`src/rtl/crc_result_streamer_if.sv`:
```
// rtl/crc_result_streamer_if.sv - byte stream bundle between the CRC result streamer and its consumer
//
// Signals:
//   out_valid  producer -> consumer  out_data/out_index hold a valid byte
//   out_ready  consumer -> producer  byte accepted this cycle when out_valid is high
//   out_data   producer -> consumer  current result byte
//   out_index  producer -> consumer  position of the byte in transfer order
// Modports: master = producer (streamer), slave = consumer.

interface crc_result_streamer_if;
    logic       out_valid;
    logic       out_ready;
    logic [7:0] out_data;
    logic [2:0] out_index;

    modport master (
        output out_valid,
        output out_data,
        output out_index,
        input  out_ready
    );

    modport slave (
        input  out_valid,
        input  out_data,
        input  out_index,
        output out_ready
    );
endinterface

```
`src/rtl/crc_result_streamer.sv`:
```
// rtl/crc_result_streamer.sv - captures a finished CRC and streams it out one byte per handshake
//
// Ports:
//   clk        system clock, all state changes on the rising edge
//   rst        synchronous active-high reset, overrides every other input
//   load       capture crc/bitwidth and start a stream (IDLE only)
//   crc        finished CRC value, BITWIDTH bits
//   bitwidth   active CRC width, 1..63 literal, 0 means 64
//   abort      drop the current stream, no done pulse
//   out_if     byte stream (out_valid/out_ready/out_data/out_index), master side
//   busy       stream in progress (STREAM or DONE)
//   done       one-cycle pulse after the last byte is accepted
//
// Build option: define CRC_STREAM_MSB_FIRST_EN to send the most significant
// byte first; out_index still counts 0..nbytes-1 in transfer order.

module crc_result_streamer #(
    parameter int BITWIDTH = 64
) (
    input  logic                     clk,
    input  logic                     rst,
    input  logic                     load,
    input  logic [BITWIDTH-1:0]      crc,
    input  logic [5:0]               bitwidth,
    input  logic                     abort,
    crc_result_streamer_if.master    out_if,
    output logic                     busy,
    output logic                     done
);

    typedef enum logic [1:0] {
        S_IDLE   = 2'd0,
        S_STREAM = 2'd1,
        S_DONE   = 2'd2
    } state_t;

    // Highest byte index the captured register can hold.
    localparam logic [2:0] MAX_LAST = 3'(BITWIDTH / 8 - 1);

    state_t              state_q, state_d;
    logic [BITWIDTH-1:0] value_q, value_d;
    // Index of the final byte (nbytes-1); storing it this way keeps it in 3 bits.
    logic [2:0]          last_q,  last_d;
    logic [2:0]          idx_q,   idx_d;

    // ------------------------------------------------------------------
    // Width decode.
    // bitwidth-1 in 6 bits wraps 0 to 63, which is exactly w-1 for every
    // legal encoding (0 means 64), so one subtraction covers both cases.
    // ------------------------------------------------------------------
    logic [5:0]  w_minus1;
    logic [63:0] mask64;
    logic [2:0]  last_dec;

    always_comb begin
        w_minus1 = bitwidth - 6'd1;
        // Bits 0..w-1 set; the extra shift by one keeps w=64 free of a 64-bit shift.
        mask64   = ~((~64'd0 << w_minus1) << 1);
        // (w+7)>>3 - 1 == (w-1)>>3; clamp so a narrow build never indexes past its register.
        last_dec = (w_minus1[5:3] > MAX_LAST) ? MAX_LAST : w_minus1[5:3];
    end

    // ------------------------------------------------------------------
    // Byte selection from the captured value.
    // ------------------------------------------------------------------
    logic [63:0] value64;
    logic [2:0]  byte_sel;
    logic [7:0]  cur_byte;

    always_comb begin
        value64                 = '0;
        value64[BITWIDTH-1:0]   = value_q;
`ifdef CRC_STREAM_MSB_FIRST_EN
        // idx never exceeds last, so this cannot underflow.
        byte_sel = last_q - idx_q;
`else
        byte_sel = idx_q;
`endif
        cur_byte = 8'(value64 >> {byte_sel, 3'b000});
    end

    // ------------------------------------------------------------------
    // Next-state and output logic.
    // ------------------------------------------------------------------
    logic       out_valid_c;
    logic [7:0] out_data_c;
    logic [2:0] out_index_c;
    logic       busy_c;
    logic       done_c;

    always_comb begin
        state_d     = state_q;
        value_d     = value_q;
        last_d      = last_q;
        idx_d       = idx_q;
        out_valid_c = 1'b0;
        out_data_c  = 8'd0;
        out_index_c = 3'd0;
        busy_c      = 1'b0;
        done_c      = 1'b0;

        unique case (state_q)
            S_IDLE: begin
                // abort in the same cycle suppresses the load.
                if (load && !abort) begin
                    value_d = crc & mask64[BITWIDTH-1:0];
                    last_d  = last_dec;
                    idx_d   = 3'd0;
                    state_d = S_STREAM;
                end
            end

            S_STREAM: begin
                out_valid_c = 1'b1;
                busy_c      = 1'b1;
                out_index_c = idx_q;
                out_data_c  = cur_byte;
                // abort wins over a simultaneous handshake: that byte counts as unsent.
                if (abort) begin
                    idx_d   = 3'd0;
                    state_d = S_IDLE;
                end else if (out_if.out_ready) begin
                    if (idx_q == last_q) begin
                        state_d = S_DONE;
                    end else begin
                        idx_d = idx_q + 3'd1;
                    end
                end
            end

            S_DONE: begin
                busy_c  = 1'b1;
                done_c  = 1'b1;
                idx_d   = 3'd0;
                state_d = S_IDLE;
            end

            default: begin
                idx_d   = 3'd0;
                state_d = S_IDLE;
            end
        endcase
    end

    // ------------------------------------------------------------------
    // State registers.
    // ------------------------------------------------------------------
    always_ff @(posedge clk) begin
        if (rst) begin
            state_q <= S_IDLE;
            value_q <= '0;
            last_q  <= 3'd0;
            idx_q   <= 3'd0;
        end else begin
            state_q <= state_d;
            value_q <= value_d;
            last_q  <= last_d;
            idx_q   <= idx_d;
        end
    end

    assign out_if.out_valid = out_valid_c;
    assign out_if.out_data  = out_data_c;
    assign out_if.out_index = out_index_c;
    assign busy             = busy_c;
    assign done             = done_c;

endmodule
```
`src/flat_wrapper.sv`:
```
// flat-port wrapper written by rule: the top's interface ports become plain ports
module crc_result_streamer_flat 
#(
    parameter int BITWIDTH = 64
)
  (clk, rst, load, crc, bitwidth, abort, busy, done, out_if_out_valid, out_if_out_data, out_if_out_index, out_if_out_ready);
  crc_result_streamer_if out_if_i ();
  input  logic clk;
  input  logic rst;
  input  logic load;
  input  logic [BITWIDTH-1:0] crc;
  input  logic [5:0] bitwidth;
  input  logic abort;
  output logic busy;
  output logic done;
  output wire logic [$bits(out_if_i.out_valid)-1:0] out_if_out_valid;
  output wire logic [$bits(out_if_i.out_data)-1:0] out_if_out_data;
  output wire logic [$bits(out_if_i.out_index)-1:0] out_if_out_index;
  input wire logic [$bits(out_if_i.out_ready)-1:0] out_if_out_ready;
  assign out_if_out_valid = out_if_i.out_valid;
  assign out_if_out_data = out_if_i.out_data;
  assign out_if_out_index = out_if_i.out_index;
  assign out_if_i.out_ready = out_if_out_ready;
  crc_result_streamer #(.BITWIDTH(BITWIDTH)) u_core (.clk(clk), .rst(rst), .load(load), .crc(crc), .bitwidth(bitwidth), .abort(abort), .out_if(out_if_i), .busy(busy), .done(done));
endmodule
```
`config.mk`:
```
export PLATFORM = sky130hd
export DESIGN_NAME = crc_result_streamer_flat
export DESIGN_NICKNAME = d
export VERILOG_FILES = /design/src/rtl/crc_result_streamer_if.sv /design/src/rtl/crc_result_streamer.sv /design/src/flat_wrapper.sv
export SDC_FILE = /design/constraint.sdc
export NUM_CORES = 1
export LEC_CHECK = 0
export BUFFER_PORTS_ARGS = -buffer_cell sky130_fd_sc_hd__buf_2
export CORE_MARGIN = 5
export CORE_UTILIZATION = 50
export DETAILED_ROUTE_END_ITERATION = 10
export HOLD_SLACK_MARGIN = 0.05
export PLACE_DENSITY = 0.74
export SYNTH_ARGS = -nofsm -noshare
export SYNTH_HDL_FRONTEND = slang
export SYNTH_SLANG_ARGS = --single-unit
```
`constraint.sdc`:
```
create_clock -name clk -period 2.7 [get_ports clk]
set_input_delay 0.135 -clock clk [delete_from_list [all_inputs] [get_ports clk]]
set_output_delay 0.135 -clock clk [all_outputs]
set_load 0.02 [all_outputs]
```
# Yosys cells after proc, flatten, opt, wreduce, memory -nomap -nowiden
# Cells that the tools add are included.
dict set report word_totals {
  out_inout_bits 14
  reg_bits 72
  input_bits 75
  word_cells 41
}
dict set report op_classes {
  bitwise_logic 2
  n_mux 16
  magnitude_cmp 1
  shift 2
  n_eq_ne 7
  reduce_logical 7
  add_sub_neg 2
}
# cell count
set ops {}
lappend ops {{$and 64x64->64} 1}
lappend ops {{$not 64->64} 1}
lappend ops {{$shl 64x6->63 const A} 1}
lappend ops {{$shr 64x6->8} 1}
lappend ops {{$mux 3} 6}
lappend ops {{$mux 2} 4}
lappend ops {{$mux 8} 1}
lappend ops {{$ne 3x3->1 const B} 2}
lappend ops {{$pmux 3 s2} 1}
lappend ops {{$reduce_and 3->1} 2}
lappend ops {{$sub 6x1->6 const B} 1}
lappend ops {{$pmux 2 s2} 1}
lappend ops {{$add 3x1->3 const B} 1}
lappend ops {{$eq 3x3->1} 1}
lappend ops {{$gt 3x3->1 const B} 1}
lappend ops {{$mux 1} 3}
lappend ops {{$ne 3x2->1 const B} 1}
lappend ops {{$eq 2x1->1 const B} 1}
lappend ops {{$eq 2x2->1 const B} 1}
lappend ops {{$logic_not 2->1} 1}
lappend ops {{$ne 2x1->1 const B} 1}
lappend ops {{$reduce_and 2->1} 1}
lappend ops {{$reduce_or 2->1} 1}
lappend ops {{$logic_and 1x1->1} 1}
lappend ops {{$logic_not 1->1} 1}

# Depth between registers and ports, before layout
# Gate-level depths: netlist of run 1.
dict set report depth {
  ltp_word 5
  depth_mapped 9
  ltp_nobuf 8
}

# Least setup slack after synthesis of run 1
# No wires, ideal clock.
dict set report synth_path {
  kind {register to register}
  from {reg u_core.state_q[0]}
  to {reg u_core.value_q[38], in the netlist u_core.value64[38]}
  t_arrival_ns 1.821
  required_ns 2.639
  slack_ns 0.818
  stages_incl_launch_ff 8
  path_buffers 1
  setup_ns 0.061
  period_less_slack_ns 1.882
  path_cell_list {dfxtp_1 inv_1 ha_1 nor4bb_1 and4bb_2 or2_1 buf_2 a32o_1}
}
dict set report synth_between {
  elab_chain_cells 2
}
# element line_no
set synth_rtl {}
lappend synth_rtl {{start: declaration} crc_result_streamer.sv:40} ;# state_t state_q, state_d;
lappend synth_rtl {{start signal: assignment} crc_result_streamer.sv:155} ;# state_q <= state_d;
lappend synth_rtl {{$logic_not 2->1} crc_result_streamer.sv:102} ;# unique case (state_q)
lappend synth_rtl {{$reduce_and 2->1 (no source line)} n/a}
lappend synth_rtl {{end signal: assignment} crc_result_streamer.sv:156} ;# value_q <= value_d;
lappend synth_rtl {{end: declaration} crc_result_streamer.sv:41} ;# logic [BITWIDTH-1:0] value_q, value_d;
# No other way between the ends.
# A chain may end at the register's enable or synchronous reset.

# Final worst setup path of run 1
# Same ends and word-level chain as after synthesis.

==> results.toml, run 1 <==
[critical_path]
worst_setup_path_start_kind = "flip-flop"
cp_max_fo = 21
slowest_stage = "nor4bb_2"
slowest_delay_ns = 0.58
critPathCaptureType = "flip-flop"
criticalPathCategory = "reg -> reg"
cp_cell_sequence = "inv_1 -> ha_1 -> nor4bb_2 -> and4bb_2 -> or2_1 -> buf_4 -> a32o_1"
crit_arrival_ns = 2.59
critPathRequiredTime_ns = 2.98

[sta]
drv_slew = 0
rsz0062_at_grt = "no"
slew_headroom_pct = 43.02
hold_violations = 0
setup_viol = 0
max_freq_mhz = 434.4
fin_worst_skew_ns = 0.006621
setup_tns_ns = 0
period_share_pct = 85.25
finalCriticalPeriod_ns = 2.302
tightest_slew_ns = 0.8547

[place]
postPlaceCellArea_mm2 = 0.004567
place_inst = 604
gp_congestion = 0.9029
hpwl_um = 9423
port_buffers = 88

[die]
coreArea_mm2 = 0.007807
die_y_um = 99.98
dieArea_mm2 = 0.009995
die_x_um = 99.98
pin_count = 89
start_util_pct = 51.84
rows = 32

[clocking]
cts_root_buf = "clkbuf_8"
cts_tree = "yes"
cts.sinks = 72
max-clock-path-buffers = 2
cts_buffers = 9
clk_pin_slew_ns = 0.08
cts_resized = 0
insertion_delay_ns = 0.34
cts.htree.levels = 3

[global_route]
grt_pass1_vias = 3879
grt_use_total_pct = 26.92
grt_max_degree = 37
antenna_found_initial = 0
grt-ovfl-total = 0
grt_pass1_wl_um = 20960

[synth]
synth_edf_count = 0
netlist_area_mm2 = 0.004048
synth_common_cells = "dfxtp_1, nand2_1, o21ai_0"
yosys_register_bits = 72
yosysTopAreaCell = "dfxtp_1"
synthMostInstantiatedCell = "dfxtp_1"
netlist_instances = 440
ys_types = 59
ys_top_cells_by_area = "dfxtp_1, mux4_2, a32o_1"
synthFlopType = "dfxtp_1"
yosysWarnings = 0
ys_seq_area_share_pct = 35.61
synthesis.nets = 523
async_reset_ff_share_pct = 0
synth_top_area_share_pct = 35.61
avgSynthCellArea_um2 = 9.199

[run_status]
status = "complete, no violations"

[finish]
multi_input_area_mm2 = 0.002419
antenna_cells = 0
stdcell_area_mm2 = 0.005067
nets = 623
fillCellCount = 680
drive_above_1_share_pct = 26.61
regArea_mm2 = 0.001441
area_delta_synth_final_pct = 25.19
final_cells = 647

[route]
dr_total_vias = 4127
drt-vias-per-instance = 6.379
first_iter_violations = 397
drt_wl_total_um = 13350
drtPass1Iterations = 7
drt_drc_violations_left = 0
wl_per_cell_um = 20.64
ant_nets = 0

[worst_hold_path]
min-delay-path-class = "in -> reg"

[pwr]
power_mw = 2.643
leakagePower_nw = 1.954
p_per_area_mw_per_mm2 = 521.5
worst_ir_drop_vdd_v = 0.0002861

[flow_run]
cap_violations = 0
## critical path, delay by kind of cell, from the launching register on
family / cells / cell delay [ns]
AOI/OAI and AO/OA: 1 / 0.23
adders and majority gates: 1 / 0.28
buffers and inverters: 2 / 0.36
DFF: 1 / 0.33
and+or+nand+nor: 3 / 1.04
## flip-flops by register name, indices dropped and copies added (netlist names)
name	flops
u_core.value64	64
u_core.last_q	3
u_core.byte_sel	3
u_core.state_q	2
## report_power, final
part / leakage (nW) / total (mW) / internal (mW) / switching, mW
registers: 0.584 / 1.14 / 1.11 / 0.0300
clock network: 0.119 / 0.992 / 0.570 / 0.422
logic: 1.25 / 0.512 / 0.212 / 0.300
total: 1.95 / 2.64 / 1.89 / 0.752
## logic make-up after synthesis
group                      synth area share [%]
AOI/OAI and AO/OA                         26.31
and+or+nand+nor                           18.36
DFF                                       35.61
buffers and inverters                     5.070
muxes                                     10.88
adders and majority gates                 2.473
xor gates and xnor gates                  1.298
## area by class of cell
class	instances	share of cell area [%]
tap	102	2.519
clock inverter	5	1.556
sequential	72	28.44
timing repair buffer	129	16.10
multi-input combinational	319	47.73
inverter	9	0.6667
clock buffer	11	2.988
## path summary, 6_finish.rpt
kind	slack (ns)	start	cells after the start	to
max	0.40	u_core.state_q[0]	7	u_core.value64[38]
min	0.06	crc[25]	3	u_core.value64[25]
max reg2reg	0.40	u_core.state_q[0]	7	u_core.value64[38]
min reg2reg	0.46	u_core.value64[60]	2	u_core.value64[60]
## cell usage in the layout, fill, tap and decap left out, drive strengths merged, types with 8 or more instances in the layout
cell type / netlist / final
a32o: 16 / 16
and2: 11 / 11
nand2b: 10 / 10
mux4: 16 / 16
o211ai: 9 / 9
dlygate4sd3: 0 / 27
a21oi: 28 / 28
and3: 8 / 8
buf: 12 / 102
inv: 9 / 9
nor2b: 13 / 13
clkbuf: 28 / 11
ha: 8 / 8
nand3: 23 / 23
mux2i: 8 / 8
a211oi: 11 / 11
dfxtp: 72 / 72
nand2: 40 / 40
o21ai: 31 / 31
## metrics by stage
step	setup slack, ns	hold slack [ns]	utilization [%]
finish	0.3982	0.06190	64.90
global placement	0.4606	0.3714	58.49
floorplan	0.8177	0.2710	-
CTS	0.4281	0.05005	64.78
detailed placement	0.3456	0.3784	58.49
global route	0.2690	0.05821	64.90
## layer usage
layer	global-route usage (%)	part of all wire, %	vias to the layer above
met3	4.864	8.2	30
li1	-	-	1893
met4	10.05	3.3	0
met1	37.43	42	1982
met2	41.87	46	222
met5	0	0	-
## what timing repair did
item	CTS	global route
hold buffers	26	1
endpoints found under the hold margin	26	1
buffers inserted	0	0
setup endpoints to repair	0	0
Note: power is estimated with default switching activity, not from simulation.
==> run 2: changes to the inputs <==
--- a/config.mk
+++ b/config.mk
@@ -7,10 +7,11 @@
 export LEC_CHECK = 0
 export BUFFER_PORTS_ARGS = -buffer_cell sky130_fd_sc_hd__buf_2
 export CORE_MARGIN = 5
-export CORE_UTILIZATION = 50
+export CORE_UTILIZATION = 55
 export DETAILED_ROUTE_END_ITERATION = 10
 export HOLD_SLACK_MARGIN = 0.05
-export PLACE_DENSITY = 0.74
+export PLACE_DENSITY = 0.81
+export REMOVE_ABC_BUFFERS = 1
 export SYNTH_ARGS = -nofsm -noshare
 export SYNTH_HDL_FRONTEND = slang
 export SYNTH_SLANG_ARGS = --single-unit
==> run 2 against run 1 <==
Against the previous run:
- die area decreased by 8.2%
- first-iteration DRC count increased by 33%
- final cell count increased by 1.2%
- sequential share of layout area decreased by 0.39 points
- via count increased by 2.1%
- register-to-register slack improved by 0.11 ns
- critical path depth increased by 1
- worst setup slack improved by 0.11 ns
- combinational power increased by 2%
- sequential power about the same
- clock power decreased by 5.3%
- critical endpoint is now u_core.value64[23]
- largest cell class unchanged
- highest routed layer unchanged
==> results.toml, run 2 (same netlist as run 1, synthesis figures left out) <==
[clocking]
cts_setup_buffers = 0
insertion_delay_ns = 0.35
cts_tree = "yes"
cts.htree.levels = 3
cts_root_buf = "clkbuf_8"
cts_buffers = 9
cts.sinks = 72
max-clock-path-buffers = 2
clk_pin_slew_ns = 0.08

[worst_hold_path]
min-delay-path-class = "in -> reg"

[finish]
fillCellCount = 558
largest_reg_flops = 64
drive_above_1_share_pct = 27.16
area_delta_synth_final_pct = 26.92
nets = 634
antenna_cells = 0
final_common_cell = "buf_2"
stdcell_area_mm2 = 0.005137
final_cells = 655
final_cell_mix = "buf_2, dfxtp_1, nand2_1"

[place]
gp_congestion = 0.8884
hpwl_um = 8568
place_ws_ns = 0.3903
place_inst = 608
port_buffers = 88
postPlaceCellArea_mm2 = 0.004616

[sta]
max_freq_mhz = 456.4
hold_violations = 0
setup_viol = 0
drv_slew = 0
slew_headroom_pct = 34.94
finalCriticalPeriod_ns = 2.191
fin_worst_skew_ns = 0.007150
period_share_pct = 81.16
fin_hold_ws_ns = 0.05329
rsz0062_at_grt = "no"
tightest_slew_ns = 0.9657
postLayoutSetupSlackWorst_ns = 0.5087

[route]
ant_nets = 0
drt_drc_violations_left = 0
wl_per_cell_um = 19.58
first_iter_violations = 527
dr_total_vias = 4212
drtPass1Iterations = 7
drt_wl_total_um = 12820
drt-vias-per-instance = 6.431

[pwr]
switching_power_uw = 746.0
p_per_area_mw_per_mm2 = 505.1
pwr-share-comb_pct = 20.0
worst_ir_drop_vdd_v = 0.0003102
swShare_pct = 28.75
power_mw = 2.595
p_int_mw = 1.849
p_seq_share_pct = 43.8
clock_power_share_pct = 36.2
leakagePower_nw = 1.998

[global_route]
antenna_found_initial = 0
grt_max_degree = 37
grt_pass1_wl_um = 20110
grt_use_total_pct = 28.64
grt_pass1_vias = 4065
grt-ovfl-total = 0

[die]
pin_count = 89
die_y_um = 95.79
coreArea_mm2 = 0.007214
die_x_um = 95.79
dieArea_mm2 = 0.009175
rows = 31
start_util_pct = 56.10

[critical_path]
cp_cell_sequence = "inv_1 -> ha_1 -> nor4bb_2 -> buf_4 -> and4bb_2 -> or2_1 -> buf_4 -> a221o_1"
cp_common_cell = "buf_4"
crit_arrival_ns = 2.43
criticalPathCategory = "reg -> reg"
critPathRequiredTime_ns = 2.94
slowest_delay_ns = 0.36
cp_top_family = "simple AND/OR/NAND/NOR gates"
slowest_stage = "dfxtp_1"
worst_setup_path_start_kind = "flip-flop"
critPathCaptureType = "flip-flop"
critPathBufInv = 3
cp_max_fo = 15

[flow_run]
cap_violations = 0

[run_status]
status = "complete, no violations"
[run 2: cell count changes in the layout (fill, tap and decap cells not counted), sizes merged]
cell | previous run | this run
buf | 102 | 109
clkbuf | 11 | 10
clkinv | 3 | 4
dlygate4sd3 | 27 | 31
[run 2: cell type report]
class	instances	area [um^2]	area share [%]
inverter	9	33.78	0.6576
multi-input combinational	319	2419	47.08
clock buffer	10	127.6	2.484
tap	99	123.9	2.411
clock inverter	6	83.83	1.632
sequential	72	1441	28.06
timing repair buffer	140	908.4	17.68
[run 2: power by group through the flow]
| stage | combinational, mW | clock, mW | sequential [mW] |
|---|---|---|---|
| 3_3_place_gp | 0.462 | 0 | 1.16 |
| 6_report | 0.520 | 0.939 | 1.14 |
| 3_5_place_dp | 0.471 | 0 | 1.16 |
| 2_1_floorplan | 0.270 | 0 | 1.15 |
| 4_1_cts | 0.509 | 0.936 | 1.14 |
| 5_1_grt | 0.561 | 0.981 | 1.14 |
[run 2: timing repair]
item	CTS	global route
hold buffers	31	0
endpoints found under the hold margin	31	0
gates resized for setup	0	0
[run 2: routing by layer]
metal	global-route usage (%)	routed length [um]	vias to the layer above
li1	-	-	1910
met1	38.72	5200	1986
met2	45.80	5948	272
met3	3.909	1284	44
met4	12.32	392	0
met5	0	0	-
[run 2: through the flow]
step                      setup TNS (ns)  utilization [%]
after detailed placement               0            63.98
after floorplan                  -0.5893                -
final                                  0            71.21
after global routing                   0            71.21
after global placement                 0            63.98
after CTS                              0            71.21
[run 2: path summary, 6_finish.rpt]
kind | start | to | slack [ns] | cells past startpoint
hold reg to reg | u_core.value64[14] | u_core.value64[14] | 0.46 | 2
setup / recovery | u_core.state_q[0] | u_core.value64[23] | 0.51 | 8
setup reg to reg | u_core.state_q[0] | u_core.value64[23] | 0.51 | 8
hold / removal | crc[55] | u_core.value64[55] | 0.05 | 3
[run 2: worst reg2reg max path: cells and delay by family, from the launching register on]
kind	cells	cell delay [ns]
AND/OR/NAND/NOR	3	0.68
buffers and inverters	3	0.47
flip-flops	1	0.36
AO/OA/AOI/OAI	1	0.31
adder cells (fa/ha/maj)	1	0.26
==> run 3: changes to the inputs <==
--- a/config.mk
+++ b/config.mk
@@ -7,10 +7,10 @@
 export LEC_CHECK = 0
 export BUFFER_PORTS_ARGS = -buffer_cell sky130_fd_sc_hd__buf_2
 export CORE_MARGIN = 5
-export CORE_UTILIZATION = 55
+export CORE_UTILIZATION = 49
 export DETAILED_ROUTE_END_ITERATION = 10
 export HOLD_SLACK_MARGIN = 0.05
-export PLACE_DENSITY = 0.81
+export PLACE_DENSITY = 0.76
 export REMOVE_ABC_BUFFERS = 1
 export SYNTH_ARGS = -nofsm -noshare
 export SYNTH_HDL_FRONTEND = slang
==> constraint.sdc (replaced) <==
create_clock -name clk -period 1.9 [get_ports clk]
set_input_delay 0.095 -clock clk [delete_from_list [all_inputs] [get_ports clk]]
set_output_delay 0.095 -clock clk [all_outputs]
set_load 0.02 [all_outputs]
==> run 3 against run 2 <==
Against the previous run:
- the run now ends with setup timing left
- non-clock buffer count grew 50
- flip-flop and latch count is the same
- clock-buffer cell count grew 1
- critical path depth shrank 3
- clock skew is essentially flat
==> results.toml, run 3 (same netlist as run 1, synthesis figures left out) <==
[global_route]
grt-ovfl-total = 0
grt_pass1_vias = 4752
grt_use_total_pct = 29.78
grt_max_degree = 37
grt_pass1_wl_um = 23710
antenna_found_initial = 0

[die]
rows = 33
die_y_um = 100.9
pin_count = 89
dieArea_mm2 = 0.01018
die_x_um = 100.9
coreArea_mm2 = 0.008134
start_util_pct = 49.76

[pwr]
leakagePower_nw = 2.265
worst_ir_drop_vdd_v = 0.0003245
power_mw = 3.732
p_per_area_mw_per_mm2 = 653.2

[sta]
setup_viol = 1
period_share_pct = 101.2
finalCriticalPeriod_ns = 1.923
rsz0062_at_grt = "yes"
tightest_slew_ns = 0.5993
postLayoutSetupSlackWorst_ns = -0.02318
fin_worst_skew_ns = 0.007418
hold_violations = 0
slew_headroom_pct = 59.87
max_freq_mhz = 520.0
drv_slew = 0

[critical_path]
crit_arrival_ns = 1.83
cp_max_fo = 5
reg2reg_slack_ns = 0.03
criticalPathCategory = "reg -> out"
critPathRequiredTime_ns = 1.80
critPathCaptureType = "output port"
worst_setup_path_start_kind = "flip-flop"

[finish]
final_cell_mix = "buf_2, dfxtp_1, dlygate4sd3_1"
final_common_cell = "buf_2"
postLayoutCoreUtil_pct = 70.24
final_cells = 710
largest_reg_flops = 64
area_delta_synth_final_pct = 41.14
antenna_cells = 0
drive_above_1_share_pct = 31.74
stdcell_area_mm2 = 0.005713
nets = 684

[clocking]
max-clock-path-buffers = 2
clk_pin_slew_ns = 0.07
cts_tree = "yes"
cts.htree.levels = 3
cts_buffers = 9
insertion_delay_ns = 0.35
cts.sinks = 72
cts_root_buf = "clkbuf_8"

[place]
place_ws_ns = -0.06615
place_inst = 640
port_buffers = 88
hpwl_um = 9414
postPlaceCellArea_mm2 = 0.004893
gp_congestion = 0.8961

[route]
first_iter_violations = 562
drtPass1Iterations = 8
ant_nets = 0
wl_per_cell_um = 21.08
drt_wl_total_um = 14970
drt-vias-per-instance = 6.444
dr_total_vias = 4575
drt_drc_violations_left = 0

[run_status]
failed_checks = "setup timing"
status = "finished, violations left"

[worst_hold_path]
min-delay-path-class = "in -> reg"

[flow_run]
cap_violations = 0
[run 3: worst paths after layout]
check                           cells after the start                 end                from
worst max-delay path                                5  out_if_out_data[7]  u_core.byte_sel[0]
worst min-delay path                                4  u_core.value64[15]             crc[15]
worst max register to register                      7  u_core.value64[20]   u_core.state_q[0]
worst min register to register                      2  u_core.value64[47]  u_core.value64[47]
[run 3: layout make-up]
cell class | instances | area (um^2)
Clock buffer | 11 | 141.4
Clock inverter | 4 | 45.04
Fill cell | 600 | 2421
Inverter | 9 | 33.78
Multi-Input combinational cell | 319 | 2454
Sequential cell | 72 | 1448
Tap cell | 105 | 131.4
Timing Repair Buffer | 190 | 1460
[run 3: per-layer routing]
layer	up-vias	routed length, um	track usage (%)
li1	2012	-	-
met1	2126	5443	35.11
met2	335	7123	49.42
met3	102	1615	7.128
met4	0	784	16.68
met5	-	0	0
[run 3: worst max-delay path: stages (launching register included)]
cell and delay, ns:
dfxtp_4 0.39, buf_12 0.14, mux4_2 0.52, mux2i_1 0.19
nor2b_1 0.07, buf_4 0.16
[run 3: report_power, final]
group | switching [mW] | internal [mW]
Sequential | 0.0417 | 1.58
Combinational | 0.479 | 0.435
Clock | 0.570 | 0.629
[run 3: repair_timing]
item / CTS / global route
buffers inserted: 4 / 3
pin swaps: 2 / 2
gates cloned: 3 / 0
gates resized for setup: 10 / 14
hold endpoints to repair: 49 / 0
hold buffers: 49 / 0
endpoints found under the setup margin: 28 / 26
[run 3: per-stage QoR]
| step | hold slack [ns] | setup TNS [ns] |
|---|---|---|
| finish | 0.1096 | -0.02318 |
| global route | 0.1004 | -0.2346 |
| CTS | 0.06108 | -0.1796 |
| detailed placement | 0.3389 | -0.4732 |
| global placement | 0.3407 | -0.02669 |
| floorplan | 0.1641 | -35.08 |
